<file path="config.mk">
export PLATFORM = sky130hd
export DESIGN_NAME = conv_arbiter
export DESIGN_NICKNAME = d
export VERILOG_FILES = /design/src/rtl/conv_arbiter.sv
export SDC_FILE = /design/constraint.sdc
export NUM_CORES = 1
export LEC_CHECK = 0
export CORE_AREA = 2 2 63 65
export CTS_BUF_LIST = sky130_fd_sc_hd__clkbuf_4
export DETAILED_ROUTE_END_ITERATION = 16
export DIE_AREA = 0 0 65 67
export PLACE_DENSITY_LB_ADDON = 0.2
export SETUP_SLACK_MARGIN = 0.15
export SLEW_MARGIN = 20
export SYNTH_ARGS = -nofsm -noshare
export SYNTH_HDL_FRONTEND = slang
export SYNTH_SLANG_ARGS = --single-unit
</file>
<file path="constraint.sdc">
create_clock -name clk -period 1.65 [get_ports clk]
set_input_delay 0.33 -clock clk [delete_from_list [all_inputs] [get_ports clk]]
set_output_delay 0.33 -clock clk [all_outputs]
set_load 0.02 [all_outputs]
</file>
<file path="src/rtl/conv_arbiter.sv">
// Round-robin arbiter that shares one converter between a temperature channel (C1)
// and a device-detect channel (C2), with per-channel result holding and a WAIT timeout.
module conv_arbiter #(
    parameter logic [15:0] TIMEOUT_CYC = 16'd1000
) (
    input  logic       clk,
    input  logic       rst,
    input  logic       req_c1_i,
    input  logic       req_c2_i,
    input  logic       listo_i,
    input  logic [8:0] dato_i,
    output logic       en_conv_o,
    output logic       sel_o,
    output logic       gnt_c1_o,
    output logic       gnt_c2_o,
    output logic [8:0] dato_c1_o,
    output logic [8:0] dato_c2_o,
    output logic       valid_c1_o,
    output logic       valid_c2_o,
    output logic       timeout_o,
    output logic       busy_o
);

    typedef enum logic [1:0] {
        IDLE = 2'd0,
        WAIT = 2'd1,
        REL  = 2'd2
    } state_t;

    state_t      state;
    state_t      state_next;
    logic        sel_q;
    logic        sel_next;
    logic        last_srv;
    logic [15:0] cnt;
    logic        expire;

    assign expire = (cnt == (TIMEOUT_CYC - 16'd1));

    always_ff @(posedge clk or negedge rst) begin
        if (!rst) begin
            state <= IDLE;
            sel_q <= 1'b0;
        end else begin
            state <= state_next;
            sel_q <= sel_next;
        end
    end

    // On contention the channel not served last wins; a lone request always wins.
    always_comb begin
        state_next = state;
        sel_next   = sel_q;
        case (state)
            IDLE: begin
                if (req_c1_i || req_c2_i) begin
                    state_next = WAIT;
                    if (req_c1_i && req_c2_i) begin
                        sel_next = ~last_srv;
                    end else begin
                        sel_next = req_c2_i;
                    end
                end
            end
            WAIT: begin
                if (listo_i || expire) begin
                    state_next = REL;
                end
            end
            REL: begin
                state_next = IDLE;
            end
            default: begin
                state_next = IDLE;
            end
        endcase
    end

    always_comb begin
        en_conv_o = (state == WAIT);
        gnt_c1_o  = (state == WAIT) && !sel_q;
        gnt_c2_o  = (state == WAIT) && sel_q;
        busy_o    = (state != IDLE);
        sel_o     = sel_q;
    end

    // A completion on the expiry edge takes priority, so timeout only fires without listo.
    always_ff @(posedge clk or negedge rst) begin
        if (!rst) begin
            cnt        <= 16'd0;
            last_srv   <= 1'b1;
            dato_c1_o  <= 9'd0;
            dato_c2_o  <= 9'd0;
            valid_c1_o <= 1'b0;
            valid_c2_o <= 1'b0;
            timeout_o  <= 1'b0;
        end else begin
            valid_c1_o <= 1'b0;
            valid_c2_o <= 1'b0;
            timeout_o  <= 1'b0;
            if (state == WAIT) begin
                cnt <= cnt + 16'd1;
                if (listo_i) begin
                    if (sel_q) begin
                        dato_c2_o  <= dato_i;
                        valid_c2_o <= 1'b1;
                    end else begin
                        dato_c1_o  <= dato_i;
                        valid_c1_o <= 1'b1;
                    end
                end else if (expire) begin
                    timeout_o <= 1'b1;
                end
            end else begin
                cnt <= 16'd0;
            end
            if (state == REL) begin
                last_srv <= sel_q;
            end
        end
    end

endmodule

</file>
==> results.yml <==
run_status:
  status: "finished clean"
pwr:
  p_comb_share_pct: 43.8
  p_switching_mw: 1.39
  pwr-share-clk_pct: 16.7
  seq_power_share_pct: 39.5
  power_density_mw_per_mm2: 1580
  swShare_pct: 36.3
  p_int_mw: 2.43
  p_leak_nw: 1.08
  vdd_drop_max_v: 0.000691
clocking:
  cts_inserted_buffers: 5
  clock_latency_ns: 0.35
  cts.sinks: 41
  cts_buffer_depth: 2
  htreeDepth: 2
  root_buffer: "clkbuf_4"
  clkSlewWorstSetupHoldPaths_ns: 0.12
  tritoncts: "built"
sta:
  setup-violations-final: 0
  skew_ns: 0.0106
  grt_setup_unrepaired: "true"
  fin_crit_sh_pct: 94.1
  worst_slack_ns: 0.0970
  whs_ns: 0.429
  maxSlewHeadroom_pct: 72.1
  fmax_mhz: 644
  period_needed_ns: 1.55
  tightest_slew_ns: 0.419
  hold_violations: 0
  drv_slew: 0
layout:
  area_growth_pct: 36.6
  diodes: 0
  fin_cells: 248
  final_layout_size_suffix_gt1_share_pct: 25.5
  nets: 214
  nFillCells: 278
  design_area_mm2: 0.00241
  final_util_pct: 66.8
synthesis:
  synthesis.area_mm2: 0.00176
  avgSynthCellArea_um2: 12.1
  synth_nets: 160
  synth_edf_count: 0
  synthTopCellsByArea: "dfrtp_1, mux2_1, nor2_1"
  synthFlopType: "dfrtp_1"
  ys_top_cells_by_count: "dfrtp_1, nor2_1, mux2_1, nand4_1, xor2_1"
  yosysWarnings: 0
  seq_area_frac_synth_pct: 58.3
  synth_cells: 145
  yosysMostFrequentCell: "dfrtp_1"
  ys_ff_latch: 41
  synth.distinct_cells: 39
  async_flop_share_pct: 100
  synth.largest_area_cell: "dfrtp_1"
  synth_top_cell_area_share_pct: 56.8
global_routing:
  grt_pass1_wl_mm: 6.24
  grt_pass1_vias: 1357
  grt_max_degree: 21
  antenna_found_initial: 0
  grt_usage_pct: 19.1
  gr-total-overflow: 0
drt:
  finalWirelength_mm: 3.69
  via_count: 1288
  drcViolationCount: 0
  initialDrtViolationCount: 53
  wl_per_cell_um: 14.9
  firstDrtPassIters: 4
  via_per_inst: 5.19
  ant_nets: 0
setup_path:
  path_class: "register to output pin"
  timing.rr.start: "state[0]"
  cp_cell_sequence: "nand2b_4 -> inv_4 -> and2_4 -> buf_6"
  slowest_delay_ns: 0.46
  crit_required_ns: 1.32
  slowest_stage: "dfrtp_2"
  crit_fanout: 3
  startpoint: "state[0]"
  endpoint_kind: "output pin"
  cp-start-kind: "register"
  path_buf_inv: 2
  crit_arrival_ns: 1.22
  cp_top_family: "flip-flops"
placement:
  dp.cells: 235
  place_area_mm2: 0.00226
  place_congestion: 0.701
  port_buffers: 39
  hpwl_mm: 2.60
  pre_cts_slack_ns: -0.00623
min_path:
  hold_class: "primary input to async pin"
flow_run:
  drv_cap: 0
floorplanning:
  dieArea_mm2: 0.00436
  ioPinCount: 40
  die_width_um: 65
  initial_core_util_pct: 48.9
  core_mm2: 0.00361
  core.rowCount: 22
  die_h_um: 67
==> path summary, 6_finish.rpt <==
kind | endpoint | slack, ns | cells after the start
hold / removal | dato_c1_o[0] | 0.43 | 2
min in group clk | cnt[0] | 0.49 | 1
setup / recovery | gnt_c2_o | 0.1 | 4
max in group asynchronous | last_srv | 0.62 | 3
hold reg to reg | cnt[0] | 0.49 | 1
setup reg to reg | dato_c2_o[8] | 0.18 | 6
==> metal layers <==
| layer | vias to the layer above | part of all wire, % | track usage, % |
|---|---|---|---|
| met5 | - | 0 | 0 |
| met4 | 0 | 1.2 | 6.38 |
| met3 | 6 | 5.4 | 5.07 |
| met2 | 41 | 51 | 32.9 |
| met1 | 630 | 42 | 23.3 |
| li1 | 611 | - | - |
==> layout by cell type, fill, tap and decap left out, types with 2 or more instances in the layout <==
| master | count |
|---|---|
| mux2_1 | 16 |
| nand2_1 | 6 |
| inv_1 | 2 |
| dfrtp_1 | 34 |
| nor2_4 | 2 |
| and2_1 | 2 |
| dfrtp_2 | 6 |
| dlygate4sd2_1 | 22 |
| nor4_2 | 2 |
| clkdlybuf4s50_1 | 12 |
| mux2_4 | 2 |
| buf_6 | 2 |
| nand4_1 | 7 |
| nand3_1 | 3 |
| a21oi_1 | 2 |
| xnor2_1 | 5 |
| xor2_1 | 7 |
| nor2_1 | 17 |
| and2_4 | 2 |
| clkbuf_4 | 6 |
| buf_4 | 14 |
==> through the flow <==
step / power, mW / setup TNS (ns)
2_1_floorplan: 2.43 / 0
3_3_place_gp: 3.22 / 0
3_5_place_dp: 3.29 / -0.00623
4_1_cts: 3.75 / 0
5_1_grt: 4.07 / 0
6_report: 3.81 / 0
==> final cells by class <==
| type | count | area [um2] | share of cell area [%] |
|---|---|---|---|
| repair buffers | 52 | 455 | 18.9 |
| clock buffers | 6 | 45.0 | 1.87 |
| clock inverters | 2 | 33.8 | 1.40 |
| flip-flops and latches | 41 | 1030 | 43.0 |
| well taps | 48 | 60.1 | 2.49 |
| multi-input cells | 95 | 761 | 31.6 |
| inverters | 4 | 17.5 | 0.728 |
==> sequential cells by signal (all words and copies together), names as in the netlist <==
name,count
state,2
dato_c1_o,9
valid_c2_o,1
dato_c2_o,9
last_srv,1
sel_o,1
cnt,16
timeout_o,1
valid_c1_o,1
==> power by group through the flow <==
| stage | Combinational [mW] | Sequential [mW] | Clock [mW] |
|---|---|---|---|
| floorplan | 0.618 | 1.82 | 0 |
| finish | 1.67 | 1.51 | 0.637 |
| CTS | 1.59 | 1.51 | 0.659 |
| global route | 1.81 | 1.55 | 0.708 |
| global placement | 1.72 | 1.51 | 0 |
| detailed placement | 1.76 | 1.53 | 0 |
==> timing repair <==
action	4_1_cts	5_1_grt
buffers inserted	0	4
hold endpoints to repair	18	0
hold buffers	1	0
resized for setup	46	16
setup endpoints to repair	27	21
==> cell families (layout without fill, tap and decap cells) <==
kind of cell	count (synthesis)	count (layout)	share of synthesized area (%)
AND/OR/NAND/NOR	55	55	17.4
flip-flops	41	41	58.3
multiplexers	19	19	12.1
XOR/XNOR	12	12	5.97
buffers and inverters	9	64	2.41
AO/OA/AOI/OAI	8	8	3.05
adder cells (fa/ha/maj)	1	1	0.710
Power figures use the tool's default switching activity.
